==> config.mk <==
export PLATFORM = sky130hd
export DESIGN_NAME = tawas_load_wb
export DESIGN_NICKNAME = d
export VERILOG_FILES = /design/src/rtl/tawas_load_wb.sv
export SDC_FILE = /design/constraint.sdc
export NUM_CORES = 1
export LEC_CHECK = 0
export CAP_MARGIN = 20
export CORE_MARGIN = 1.5
export CORE_UTILIZATION = 30
export DETAILED_ROUTE_END_ITERATION = 6
export RECOVER_POWER = 100
export SYNTH_ARGS = -nofsm -noshare
export SYNTH_HDL_FRONTEND = slang
export SYNTH_SLANG_ARGS = --single-unit
==> constraint.sdc <==
create_clock -name clk -period 9.6 [get_ports clk]
set_clock_uncertainty 0.15 [all_clocks]
set_input_delay 1.92 -clock clk [delete_from_list [all_inputs] [get_ports clk]]
set_output_delay 1.92 -clock clk [all_outputs]
set_load 0.02 [all_outputs]
==> src/rtl/tawas_load_wb.sv <==
// tawas_load_wb: in-order return queue for bus load data, merged into the
// register-file writeback slot whenever the pipeline leaves it compatible.
//
// Ports:
//   clk, rst_n                       clock, asynchronous active-low reset
//   rd_vld / rd_rdy                  load-return handshake
//   rd_thread, rd_reg, rd_data       returning beat {thread, reg, data}
//   pipe_wb_en, pipe_wb_thread       pipeline ownership of the writeback slot
//   pipe_au_en/reg, pipe_ptr_en/reg  pipeline register writes this cycle
//   wb_thread                        register-file writeback thread
//   wb_store_en/reg/data             load-data register write
//   pend_mask                        per-thread "has queued return" flags
//   pend_cnt                         occupied entries, 0..DEPTH
module tawas_load_wb #(
  parameter int unsigned DEPTH = 4
) (
  input  logic                       clk,
  input  logic                       rst_n,
  input  logic                       rd_vld,
  output logic                       rd_rdy,
  input  logic [4:0]                 rd_thread,
  input  logic [2:0]                 rd_reg,
  input  logic [31:0]                rd_data,
  input  logic                       pipe_wb_en,
  input  logic [4:0]                 pipe_wb_thread,
  input  logic                       pipe_au_en,
  input  logic [2:0]                 pipe_au_reg,
  input  logic                       pipe_ptr_en,
  input  logic [2:0]                 pipe_ptr_reg,
  output logic [4:0]                 wb_thread,
  output logic                       wb_store_en,
  output logic [2:0]                 wb_store_reg,
  output logic [31:0]                wb_store_data,
  output logic [31:0]                pend_mask,
  output logic [$clog2(DEPTH):0]     pend_cnt
);

  localparam int unsigned PtrW = $clog2(DEPTH);
  localparam int unsigned CntW = PtrW + 1;

  // Entry storage is deliberately not reset; all outputs are gated by cnt_q.
  logic [4:0]      thread_q [DEPTH];
  logic [2:0]      reg_q    [DEPTH];
  logic [31:0]     data_q   [DEPTH];

  logic [PtrW-1:0] rd_ptr_q, rd_ptr_d;
  logic [PtrW-1:0] wr_ptr_q, wr_ptr_d;
  logic [CntW-1:0] cnt_q, cnt_d;
  logic [31:0]     mask_q, mask_d;
  logic            rdy_q, rdy_d;

  logic            push, pop, head_ok;
  logic [4:0]      head_thread;
  logic [2:0]      head_reg;
  logic [31:0]     head_data;

  assign head_thread = thread_q[rd_ptr_q];
  assign head_reg    = reg_q[rd_ptr_q];
  assign head_data   = data_q[rd_ptr_q];

  always_comb begin
    head_ok = (cnt_q != '0)
            && (!pipe_wb_en || (pipe_wb_thread == head_thread))
            && !(pipe_au_en && (pipe_au_reg == head_reg))
            && !(pipe_ptr_en && (pipe_ptr_reg == head_reg));
  end

  // rd_rdy comes straight from a flop, so no input reaches it combinationally.
  assign rd_rdy = rdy_q;
  assign push   = rd_vld && rdy_q;
  assign pop    = head_ok;

  always_comb begin
    wb_store_en   = head_ok;
    wb_store_reg  = head_ok ? head_reg  : 3'd0;
    wb_store_data = head_ok ? head_data : 32'd0;
    if (pipe_wb_en) begin
      wb_thread = pipe_wb_thread;
    end else if (head_ok) begin
      wb_thread = head_thread;
    end else begin
      wb_thread = 5'd0;
    end
  end

  // Next-state pointers/count; pointer wrap is free because DEPTH is a power of two.
  always_comb begin
    rd_ptr_d = rd_ptr_q + PtrW'(pop);
    wr_ptr_d = wr_ptr_q + PtrW'(push);
    cnt_d    = cnt_q + CntW'(push) - CntW'(pop);
    rdy_d    = (cnt_d < CntW'(DEPTH));
  end

  // pend_mask is rebuilt from the post-edge occupancy so it is exact after every edge.
  always_comb begin
    mask_d = '0;
    for (int i = 0; i < DEPTH; i++) begin
      logic [PtrW-1:0] off;
      logic [4:0]      thr;
      off = PtrW'(i) - rd_ptr_d;
      thr = (push && (wr_ptr_q == PtrW'(i))) ? rd_thread : thread_q[i];
      if (CntW'(off) < cnt_d) begin
        mask_d[thr] = 1'b1;
      end
    end
  end

  always_ff @(posedge clk) begin
    if (push) begin
      thread_q[wr_ptr_q] <= rd_thread;
      reg_q[wr_ptr_q]    <= rd_reg;
      data_q[wr_ptr_q]   <= rd_data;
    end
  end

  always_ff @(posedge clk or negedge rst_n) begin
    if (!rst_n) begin
      rd_ptr_q <= '0;
      wr_ptr_q <= '0;
      cnt_q    <= '0;
      mask_q   <= '0;
      rdy_q    <= 1'b0;
    end else begin
      rd_ptr_q <= rd_ptr_d;
      wr_ptr_q <= wr_ptr_d;
      cnt_q    <= cnt_d;
      mask_q   <= mask_d;
      rdy_q    <= rdy_d;
    end
  end

  assign pend_mask = mask_q;
  assign pend_cnt  = cnt_q;

endmodule
==> results.yml, run 1 <==
outcome:
  outcome: "complete, but fails checks"
  violations: "capacitance limit, slew limit"
cts:
  cts_setup_buffers: 0
  tritoncts: "built"
  clockBufferDepth: 2
  cts-buffers-inserted: 17
  h-tree-depth: 4
  clk_latency_ps: 440
  cts-root-buf: "clkbuf_16"
  cts_resized: 0
  clk_pin_slew_ps: 70
  cts_hold_buf: 0
  cts_sinks: 200
timing:
  slew_headroom: -0.730
  worst_hold_slack_ps: 390
  fin_crit_sh: 0.796
  tns_ps: 0
  rsz0062_at_grt: "false"
  worst_pin_slew_ps: 2600
  finalCriticalPeriod_ps: 7640
  hold_viol_final: 0
  max_freq_mhz: 131
  fin_ws_ps: 1960
  drv_slew: 190
  setup_viol: 0
cells_and_area:
  finish.utilization: 0.377
  drive_gt1_frac: 0.131
  stdcell_count: 1112
  syn_to_final_growth_pct: 22.8
  final_nets: 773
  fin_area_um2: 11300
logic_synthesis:
  synthesis.area_um2: 9210
  avgSynthCellArea_um2: 16.0
  synth_flop_cell: "edfxtp_1"
  yosysUniqueCellTypes: 48
  synth_edf_count: 160
  ys_ff_latch: 200
  synth-seq-area-share: 0.631
  syn_inst: 574
  yosys_warnings: 0
  synth.net_count: 640
  synthArstFlopShare: 0.200
floorplan:
  fp.dieH_um: 178
  dieArea_um2: 31700
  num_rows: 63
  initial_core_util: 0.307
  ios: 134
  die_w_um: 178
  core_um2: 30000
drt:
  drt_iter0_markers: 427
  vias: 5660
  wl_per_cell_um: 21.1
  first_pass_iters: 5
  drc: 0
  avgViaCountPerCell: 5.09
  routed_wirelength_um: 23500
  postRouteAntennaNets: 0
job:
  drv_cap: 5
critical_path:
  path_max_fanout: 20
  required_ps: 7530
  cp-end-kind: "output port"
  reg2reg_depth: 16
  crit_arrival_ps: 5570
  cp-start-kind: "input pin"
  path_class: "input pin to output port"
global_routing:
  grt_max_degree: 41
  grt_usage: 0.152
  globalRoute.totalOverflow: 0
  first_global_vias: 5796
  grt_pass1_wl_um: 35100
  antenna_found_initial: 5
worst_hold_path:
  holdPathStages: 1
  min_path_type: "register to register"
power_and_ir_drop:
  p_leak_nw: 4.14
  total_power_mw: 3.66
  peakVddDrop_v: 0.000146
  p_per_area_nw_per_um2: 324
place:
  port_buffers: 133
  dpl_cell_area_um2: 10900
  pre_cts_ws_ps: 2390
  gp_congestion: 0.920
  dp_hpwl_um: 15900
  dp_cells: 1077
flip-flops by register name, summed over array words and instances (netlist names):
| name | count |
|---|---|
| wr_ptr_q | 2 |
| reg_q | 12 |
| data_q | 128 |
| pend_cnt | 3 |
| rd_rdy | 1 |
| thread_q | 20 |
| rd_ptr_q | 2 |
| pend_mask | 32 |
Yosys cell counts (all sizes together) (8+ instances only):
master	n	area [um2]
edfxtp	160	4800
dfrtp	40	1000
mux4	40	901
nor3b	37	433
nand2	35	134
nor2	28	105
o22ai	26	163
mux2i	24	240
a221o	14	140
buf	14	134
inv	14	52.6
a211o	13	114
nand2b	13	81.3
clkbuf	11	41.3
mux2	11	124
nand3	10	50.1
xnor2	9	78.8
ha	8	100
o211ai	8	60.1
o21ai	8	40.0
cell usage in the layout (no fill, tap or decap), types with 17 or more instances in the layout:
cell type,netlist,routed
nor3b_1,6,32
nand2_1,34,35
mux4_2,40,40
dlygate4sd3_1,0,92
clkbuf_16,0,17
mux2i_1,24,24
nor2_1,28,28
edfxtp_1,160,160
o22ai_1,26,26
clkdlybuf4s50_1,0,40
dfrtp_1,40,38
cell families after synthesis:
family,Yosys count,share of synthesized area
adder cells (fa/ha/maj),9,0.0130
flip-flops,200,0.631
AND/OR/NAND/NOR,148,0.105
AO/OA/AOI/OAI,89,0.0741
buffers and inverters,39,0.0247
multiplexers,75,0.137
XOR/XNOR,14,0.0148
power breakdown:
part | switching, mW | internal [mW] | total [mW] | leakage (nW)
logic | 1.02 | 0.720 | 1.74 | 1.89
clock network | 0.343 | 0.344 | 0.687 | 0.272
registers | 0.101 | 1.13 | 1.23 | 1.98
total | 1.47 | 2.19 | 3.66 | 4.14
critical path: stages:
cell	delay (ps)
clkdlybuf4s50_1	470
nand2b_1	110
mux2i_1	70
a31oi_1	580
nand2_1	710
clkbuf_1	580
nor2_1	380
dlygate4sd3_1	750
layout make-up:
class | instances | area, um2
antenna | 3 | 7.51
sequential | 200 | 5810
clock buffer | 18 | 429
inverter | 14 | 52.6
multi-input combinational | 335 | 3030
fill | 2859 | 18700
clock inverter | 13 | 130
timing repair buffer | 139 | 1360
tap | 390 | 488
metal layers:
metal | vias to the layer above | global-route usage | wire length [um]
met2 | 178 | 0.252 | 11500
met1 | 2868 | 0.196 | 10100
li1 | 2562 | - | -
met4 | 4 | 0.0525 | 526
met5 | - | 0 | 23
met3 | 48 | 0.0320 | 1300
worst paths after layout:
path	from	endpoint	slack [ps]
worst max-delay path	pipe_ptr_reg[1]	wb_store_en	1960
worst min-delay path	wr_ptr_q[1]$_DFF_PN0_	wr_ptr_q[1]$_DFF_PN0_	390
worst max register to register	rd_ptr_q[0]$_DFF_PN0_	pend_mask[4]$_DFF_PN0_	2420
worst min register to register	wr_ptr_q[1]$_DFF_PN0_	wr_ptr_q[1]$_DFF_PN0_	390
max in group asynchronous	rst_n	rd_ptr_q[1]$_DFF_PN0_	5930
min in group asynchronous	rst_n	pend_mask[3]$_DFF_PN0_	1970
Power figures use the tool's default switching activity.
==> inputs of run 2 (changes only) <==
- clock period: 9.6 -> 6.75 ns (I/O delays scaled with it)
==> run 2 against run 1 <==
The run still ends with capacitance limit, slew limit left. Flip-flop and latch count did not move. Core utilization rose by 0.66 points. Global-route usage rose by 0.17 points. Register-to-register slack got worse by 1200 ps. Critical path depth fell by 1. Final area rose by 1.7%. Routed wire length rose by 1.0%. First-iteration DRC count fell by 9.4%. Sequential share of layout area fell by 0.88 points. Critical endpoint is now wb_store_data[31]. Largest power group unchanged. Highest routed layer unchanged.
==> results.yml, run 2 (synthesis gave the netlist of run 1 again) <==
worst_hold_path:
  min_path_type: "register to register"
place:
  dp_hpwl_um: 16200
  dpl_cell_area_um2: 10900
  port_buffers: 133
  gp_congestion: 0.907
power_and_ir_drop:
  p_leak_nw: 4.27
  pwr-share-comb: 0.475
  intPower_mw: 3.14
  p_sw_mw: 2.14
  peakVddDrop_v: 0.000209
  p_per_area_nw_per_um2: 459
  pwr-share-seq: 0.332
  swShare: 0.406
  clkPwrFrac: 0.192
critical_path:
  crit_arrival_ps: 4240
  cp-end-kind: "output port"
  path_max_fanout: 35
  path_class: "register to output port"
  cpMaxStageDelayCell: "dfrtp_2"
  cp_cell_sequence: "mux4_2 -> xnor2_1 -> a31oi_1 -> nand2_2 -> buf_4 -> nor3b_1 -> dlygate4sd3_1"
  required_ps: 5250
  cp_slowest_stage_delay_ps: 850
  cp-start-kind: "register"
drt:
  drc: 0
  drt_iter0_markers: 387
  vias: 5778
  first_pass_iters: 5
  avgViaCountPerCell: 5.17
  routed_wirelength_um: 23700
  wl_per_cell_um: 21.2
  postRouteAntennaNets: 0
cts:
  clk_latency_ps: 440
  cts_hold_buf: 0
  cts_sinks: 200
  clockBufferDepth: 2
  clk_pin_slew_ps: 70
  tritoncts: "built"
  cts_resized: 0
  cts_setup_buffers: 0
  cts-buffers-inserted: 17
  h-tree-depth: 4
  cts-root-buf: "clkbuf_16"
timing:
  max_freq_mhz: 174
  rsz0062_at_grt: "false"
  hold_viol_final: 0
  slew_headroom: -0.826
  tns_ps: 0
  drv_slew: 164
  fin_crit_sh: 0.851
  finalCriticalPeriod_ps: 5740
  worst_pin_slew_ps: 2740
  setup_viol: 0
global_routing:
  antenna_found_initial: 7
  globalRoute.totalOverflow: 0
  grt_pass1_wl_um: 35500
  grt_usage: 0.153
  first_global_vias: 5900
  grt_max_degree: 41
cells_and_area:
  regArea_um2: 5810
  largest_reg_flops: 128
  most-common-layout-cells: "edfxtp_1, dlygate4sd3_1, mux4_2"
  final_nets: 775
  syn_to_final_growth_pct: 24.9
  drive_gt1_frac: 0.172
  fin_area_um2: 11500
  regMostFlops: "data_q"
  multiInputGateArea_um2: 3160
  final_common_cell: "edfxtp_1"
  num-fill-cells: 2812
floorplan:
  ios: 134
  fp.dieH_um: 178
  dieArea_um2: 31700
  num_rows: 63
  die_w_um: 178
  core_um2: 30000
  initial_core_util: 0.307
job:
  drv_cap: 4
outcome:
  violations: "capacitance limit, slew limit"
  outcome: "complete, but fails checks"
==> run 2: through the flow <==
stage | setup WS [ps] | power (mW) | hold slack (ps) | util | cells
after floorplan | 1690 | 3.44 | 339 | - | 574
after global placement | 1170 | 4.39 | 366 | 0.364 | 1079
after detailed placement | 1150 | 4.39 | 382 | 0.364 | 1079
after CTS | 1120 | 5.42 | 398 | 0.384 | 1110
after global routing | 677 | 5.58 | 413 | 0.384 | 1116
final | 1010 | 5.28 | 402 | 0.384 | 1117
==> run 2: cell type report <==
| cell class | count | area share |
|---|---|---|
| diodes | 6 | 0.00131 |
| clock inverters | 14 | 0.0152 |
| flip-flops and latches | 200 | 0.505 |
| repair buffers | 141 | 0.119 |
| well taps | 390 | 0.0424 |
| clock buffers | 17 | 0.0370 |
| multi-input cells | 335 | 0.275 |
| inverters | 14 | 0.00457 |
==> run 2: layer usage <==
metal	wire length, um	share of wire	vias to the layer above	track usage
met1	10200	0.43	2960	0.199
met5	10	0.00042	-	0
met3	1290	0.054	41	0.0309
met2	11700	0.49	199	0.251
li1	-	-	2576	-
met4	531	0.022	2	0.0627
==> run 2: power by group through the flow <==
stage | Combinational, mW | Clock, mW | Sequential, mW
3_3_place_gp | 2.60 | 0 | 1.79
2_1_floorplan | 1.62 | 0 | 1.82
5_1_grt | 2.70 | 1.09 | 1.79
4_1_cts | 2.61 | 1.04 | 1.77
3_5_place_dp | 2.60 | 0 | 1.79
6_report | 2.51 | 1.02 | 1.76
==> run 2: worst paths after layout <==
| path | slack (ps) | endpoint | startpoint | depth (start not counted) |
|---|---|---|---|---|
| min in group asynchronous | 1400 | pend_mask[6]$_DFF_PN0_ | rst_n | 1 |
| setup / recovery | 1010 | wb_store_data[31] | rd_ptr_q[0]$_DFF_PN0_ | 7 |
| hold reg to reg | 400 | wr_ptr_q[1]$_DFF_PN0_ | wr_ptr_q[1]$_DFF_PN0_ | 1 |
| hold / removal | 400 | wr_ptr_q[1]$_DFF_PN0_ | wr_ptr_q[1]$_DFF_PN0_ | 1 |
| max in group asynchronous | 3660 | rd_ptr_q[1]$_DFF_PN0_ | rst_n | 1 |
| setup reg to reg | 1240 | pend_mask[8]$_DFF_PN0_ | rd_ptr_q[0]$_DFF_PN0_ | 15 |
==> run 2: worst max-delay path: cells and delay by family (launching register included) <==
kind / cells / cell delay [ps]
compound gates: 1 / 580
mux: 1 / 710
xor+xnor: 1 / 160
buf+inv: 2 / 1050
flops: 1 / 850
simple gates: 2 / 390
==> RTL change 1 (config.mk and constraints of run 2) <==
`DEPTH`: 4 -> 2.
--- a/src/rtl/tawas_load_wb.sv
+++ b/src/rtl/tawas_load_wb.sv
@@ -12,7 +12,7 @@
 //   pend_mask                        per-thread "has queued return" flags
 //   pend_cnt                         occupied entries, 0..DEPTH
 module tawas_load_wb #(
-  parameter int unsigned DEPTH = 4
+  parameter int unsigned DEPTH = 2
 ) (
   input  logic                       clk,
   input  logic                       rst_n,
Ports: changed (resized pend_cnt); port bits go from 134 to 133. The function was not compared with the original's and may differ.
==> RTL change 1 against run 2 <==
The flow still finishes with violations (capacitance limit, slew limit). Sequential cell count decreased by 83. Synthesized cell count fell by 34%. Register-to-register slack gained 0.79 ns. Cell area is 38% lower. Synthesized area down 45%. Worst setup slack better by 0.12 ns. Highest routed layer is now met4. Power is 43% lower. Routed wire length decreased by 50%. Largest power group unchanged.
==> RTL change 1: results (changes against run 2) <==
INFO  placed_design  placement.io_buffers=132 [was 133]
INFO  pwr            seq_cell_power=0.996mW [was 1.76 mW]
INFO  setup_path     path_max_fanout=54 [was 35]
INFO  setup_path     worst_r2r_endpoint=pend_mask[30] [was pend_mask[8]]
INFO  status         failing_checks=capacitance limit, slew limit [unchanged]
INFO  synth          yosys.area_share.xor_xnor=2.25% [was 1.48%]
INFO  drt            drt-initial-drc-count=242 [was 387]
INFO  grt            grt.total_usage=13.7% [was 15.3%]
INFO  pwr            p_sw=1.13mW [was 2.14 mW]
INFO  grt            grt_first_pass_wirelength=18300um [was 35500 um]
INFO  setup_path     worst_r2r_startpoint=rd_ptr_q [was rd_ptr_q[0]]
INFO  drt            vias_per_cell=4.69 [was 5.17]
INFO  drt            finalWirelength=11700um [was 23700 um]
INFO  setup_path     crit_slowest_cell=clkbuf_1 [was dfrtp_2]
INFO  synth          asyncSetResetFlopFracSynth=31.6% [was 20.0%]
INFO  placed_design  post_placement_setup_slack=1.34ns [was 1.15 ns]
INFO  placed_design  dpl.hpwl=8280um [was 16200 um]
INFO  synth          netlist_area=5060um2 [was 9210 um2]
INFO  synth          mappedNetlistNets=441 [was 640]
INFO  synth          yosysSeqAreaShare=65.7% [was 63.1%]
INFO  layout         largest_reg_flops=64 [was 128]
INFO  worst_hold_path whs_endpoint=pend_cnt[1] [was wr_ptr_q[1]]
INFO  grt            grt_start_max_net_pins=55 [was 41]
INFO  setup_path     critPathArrivalTime=5.76ns [was 4.24 ns]
INFO  run            max-cap-violations=3 [was 4]
INFO  timing         report.final.slew_viol_count=121 [was 164]
INFO  setup_path     cp_slowest_stage_delay=2.08ns [was 0.85 ns]
INFO  placed_design  gpl.final_weighted_congestion=0.824 [was 0.907]
INFO  synth          post_synth_most_frequent_cells=edfxtp_1 (80), nor2_1 (48), mux2i_1 (43), dfrtp_1 (37), o32ai_1 (24) [was edfxtp_1 (160), dfrtp_1 (40), mux4_2 (40), nand2_1 (34), nor3b_2 (31)]
INFO  layout         design.final.nets=580 [was 775]
INFO  setup_path     minimum_setup_slack_among_reg_to_reg_paths=2.03ns [was 1.24 ns]
INFO  grt            grt_antenna_before_repair=0 [was 7]
INFO  synth          synth_enable_flop_cells=80 [was 160]
INFO  synth          synth_mux_area_share=8.94% [was 13.7%]
INFO  drt            drt-pass1-iter-count=4 [was 5]
INFO  status         run_status=finished, violations left [unchanged]
INFO  setup_path     endpoint=pend_mask[19] [was wb_store_data[31]]
INFO  layout         n_antenna_cell=0 [was 6]
INFO  clock_network  path_clk_slew=0.05ns [was 0.07 ns]
INFO  pwr            max-vdd-ir-drop=0.188mV [was 0.209 mV]
RTL change 1: worst reg2reg max path: cells and delay by family (launching register included):
kind | cells | cell delay (ns)
AO/OA/AOI/OAI | 3 | 1.35
adder cells (fa/ha/maj) | 2 | 0.47
multiplexers | 1 | 0.51
AND/OR/NAND/NOR | 2 | 0.31
buffers and inverters | 4 | 0.63
flip-flops | 1 | 0.65
XOR/XNOR | 3 | 0.47
RTL change 1: logic make-up after synthesis:
group | after synthesis
XOR/XNOR | 13
multiplexers | 45
AND/OR/NAND/NOR | 100
adder cells (fa/ha/maj) | 4
AO/OA/AOI/OAI | 63
buffers and inverters | 38
flip-flops | 117
RTL change 1: metal layers:
layer	track usage (%)	vias up	share of wire (%)
li1	-	1699	-
met1	16.6	1690	44
met2	22.1	119	48
met3	4.75	17	6.0
met4	6.11	0	2.1
met5	0	-	0
RTL change 1: area by class of cell:
type                    instances  area [um2]  share of cell area (%)
clock buffers                  18         429                    6.00
clock inverters                14         128                    1.79
inverters                      21        78.8                    1.10
multi-input cells             225        1560                    21.8
flip-flops and latches        117        3330                    46.6
well taps                     220         275                    3.85
repair buffers                137        1350                    18.8
RTL change 1: metrics by stage:
stage / std cells / util (%) / cell area (um2) / total power, mW / hold WS (ns)
finish: 752 / 43.3 / 7150 / 3.00 / 0.415
global route: 752 / 43.3 / 7150 / 3.17 / 0.452
CTS: 752 / 43.4 / 7170 / 3.09 / 0.414
detailed placement: 720 / 40.0 / 6610 / 2.25 / 0.408
global placement: 720 / 40.0 / 6610 / 2.23 / 0.421
floorplan: 380 / - / 5060 / 1.83 / 0.442
==> RTL change 2 (config.mk and constraints of run 2) <==
Without the edit above. Make the reset (`rst_n`) synchronous in one clocked block. Comments in the files are not updated.
--- a/src/rtl/tawas_load_wb.sv
+++ b/src/rtl/tawas_load_wb.sv
@@ -113,7 +113,7 @@
     end
   end
 
-  always_ff @(posedge clk or negedge rst_n) begin
+  always_ff @(posedge clk) begin
     if (!rst_n) begin
       rd_ptr_q <= '0;
       wr_ptr_q <= '0;
Function: differs if rst_n is asserted again (counterexample within 4 cycles, from zero or initial values and one cycle with rst_n low); with rst_n held inactive, the same outputs for 4 cycles.
==> RTL change 2 against run 2 <==
The flow still finishes with violations (capacitance limit, slew limit). Cell area fell by 0.21%. Highest routed layer is now met4. Power fell by 23%. Sequential power fell by 13%. Sequential cell count did not move. First-iteration DRC count is 55% higher. Global-route usage rose by 0.27 points. Synthesized area decreased by 0.97%. Worst setup slack lost 0.060 ns. Synthesized cell count up 8.2%. Routed wire length grew 1.2%. Critical endpoint is now pend_mask[13]. Count of clock-buffer cells in the layout unchanged. Worst hold slack better by 0.032 ns.
==> RTL change 2: results (changes against run 2) <==
INFO  setup_path     setup.worst_path.start=rd_vld [was rd_ptr_q[0]]
INFO  clock_network  path_clk_slew=0.09ns [was 0.07 ns]
INFO  synth          asyncSetResetFlopFracSynth=0% [was 20.0%]
INFO  timing         worst_pin_slew=3.13ns [was 2.74 ns]
INFO  placed_design  dpl.hpwl=15400um [was 16200 um]
INFO  drt            avgRoutedWirePerCell=20.7um [was 21.2 um]
INFO  grt            grt_antenna_before_repair=0 [was 7]
INFO  pwr            static_leakage=3.76nW [was 4.27 nW]
INFO  drt            route.detailed.drc=0 [unchanged]
INFO  synth          synth.top_cells.by_area=edfxtp_1 (53%), mux4_2 (9.9%), dfxtp_1 (8.8%) [was edfxtp_1 (52%), dfrtp_1 (11%), mux4_2 (9.8%)]
INFO  worst_hold_path hold_path_startpoint=wr_ptr_q[1] [unchanged]
INFO  timing         report.final.slew_viol_count=156 [was 164]
INFO  grt            grt.total_usage=15.6% [was 15.3%]
INFO  layout         n_antenna_cell=0 [was 6]
INFO  status         run_status=finished, violations left [unchanged]
INFO  grt            grt_start_max_net_pins=49 [was 41]
INFO  synth          mappedNetlistNets=688 [was 640]
INFO  run            max-cap-violations=4 [unchanged]
INFO  clock_network  cts_buffers=17 [unchanged]
INFO  grt            grt_first_pass_wirelength=36400um [was 35500 um]
INFO  layout         final_layout_size_suffix_gt1_share=14.8% [was 17.2%]
INFO  grt            first_global_vias=6160 [was 5900]
INFO  setup_path     cp_slowest_stage_delay=2.25ns [was 0.85 ns]
INFO  synth          yosysUniqueCellTypes=43 [was 48]
INFO  drt            finalWirelength=24000um [was 23700 um]
INFO  layout         largest_reg_flops=128 [unchanged]
INFO  synth          netlist_instances=621 [was 574]
INFO  setup_path     worst_r2r_startpoint=rd_ptr_q[0] [unchanged]
INFO  setup_path     critPathArrivalTime=5.98ns [was 4.24 ns]
INFO  layout         design.final.nets=822 [was 775]
INFO  placed_design  post_placement_setup_slack=0.923ns [was 1.15 ns]
INFO  setup_path     crit_slowest_cell=clkbuf_1 [was dfrtp_2]
INFO  setup_path     path_max_fanout=47 [was 35]
INFO  drt            vias_per_cell=5.30 [was 5.17]
INFO  synth          post_synth_most_frequent_cells=edfxtp_1 (160), a22oi_1 (72), a21oi_1 (41), dfxtp_1 (40), mux4_2 (40) [was edfxtp_1 (160), dfrtp_1 (40), mux4_2 (40), nand2_1 (34), nor3b_2 (31)]
INFO  placed_design  gpl.final_weighted_congestion=0.898 [was 0.907]
INFO  status         failing_checks=capacitance limit, slew limit [unchanged]
INFO  synth          yosysSeqAreaShare=61.5% [was 63.1%]
INFO  pwr            max-vdd-ir-drop=0.167mV [was 0.209 mV]
INFO  drt            drt-initial-drc-count=598 [was 387]
INFO  placed_design  placement.cell_area=10800um2 [was 10900 um2]
## RTL change 2: cell type report
cell class / count / area, um2
fillers: 2794 / 18300
flip-flops and latches: 200 / 5610
repair buffers: 146 / 1430
multi-input cells: 374 / 3250
clock buffers: 17 / 425
well taps: 390 / 488
inverters: 16 / 60.1
clock inverters: 15 / 213
## RTL change 2: path summary, 6_finish.rpt
path / endpoint / slack, ns / cells past startpoint
worst min-delay path: wr_ptr_q[1] / 0.43 / 2
worst min register to register: wr_ptr_q[1] / 0.43 / 2
worst max-delay path: pend_mask[13] / 0.95 / 7
worst max register to register: pend_mask[2] / 1.06 / 16
## RTL change 2: routing by layer
| metal | routed length (um) | GRT usage (%) | vias to the layer above |
|---|---|---|---|
| met5 | 0 | 0 | - |
| met4 | 388 | 5.22 | 0 |
| met3 | 2100 | 4.28 | 31 |
| met2 | 10600 | 23.1 | 292 |
| met1 | 10900 | 22.0 | 3059 |
| li1 | - | - | 2761 |
## RTL change 2: where the power goes
group          switching, mW  internal [mW]
sequential             0.105           1.44
combinational          0.856          0.621
clock                  0.544          0.520
## RTL change 2: logic make-up after synthesis
logic type	synth area share, %
buffers and inverters	2.73
flip-flops	61.5
adder cells (fa/ha/maj)	1.45
multiplexers	9.99
XOR/XNOR	1.51
AO/OA/AOI/OAI	11.4
AND/OR/NAND/NOR	11.4
## RTL change 2: worst max-delay path: cells and delay by family
family | cells | cell delay (ns)
buffers and inverters | 3 | 3.22
AND/OR/NAND/NOR | 1 | 0.50
AO/OA/AOI/OAI | 3 | 0.90
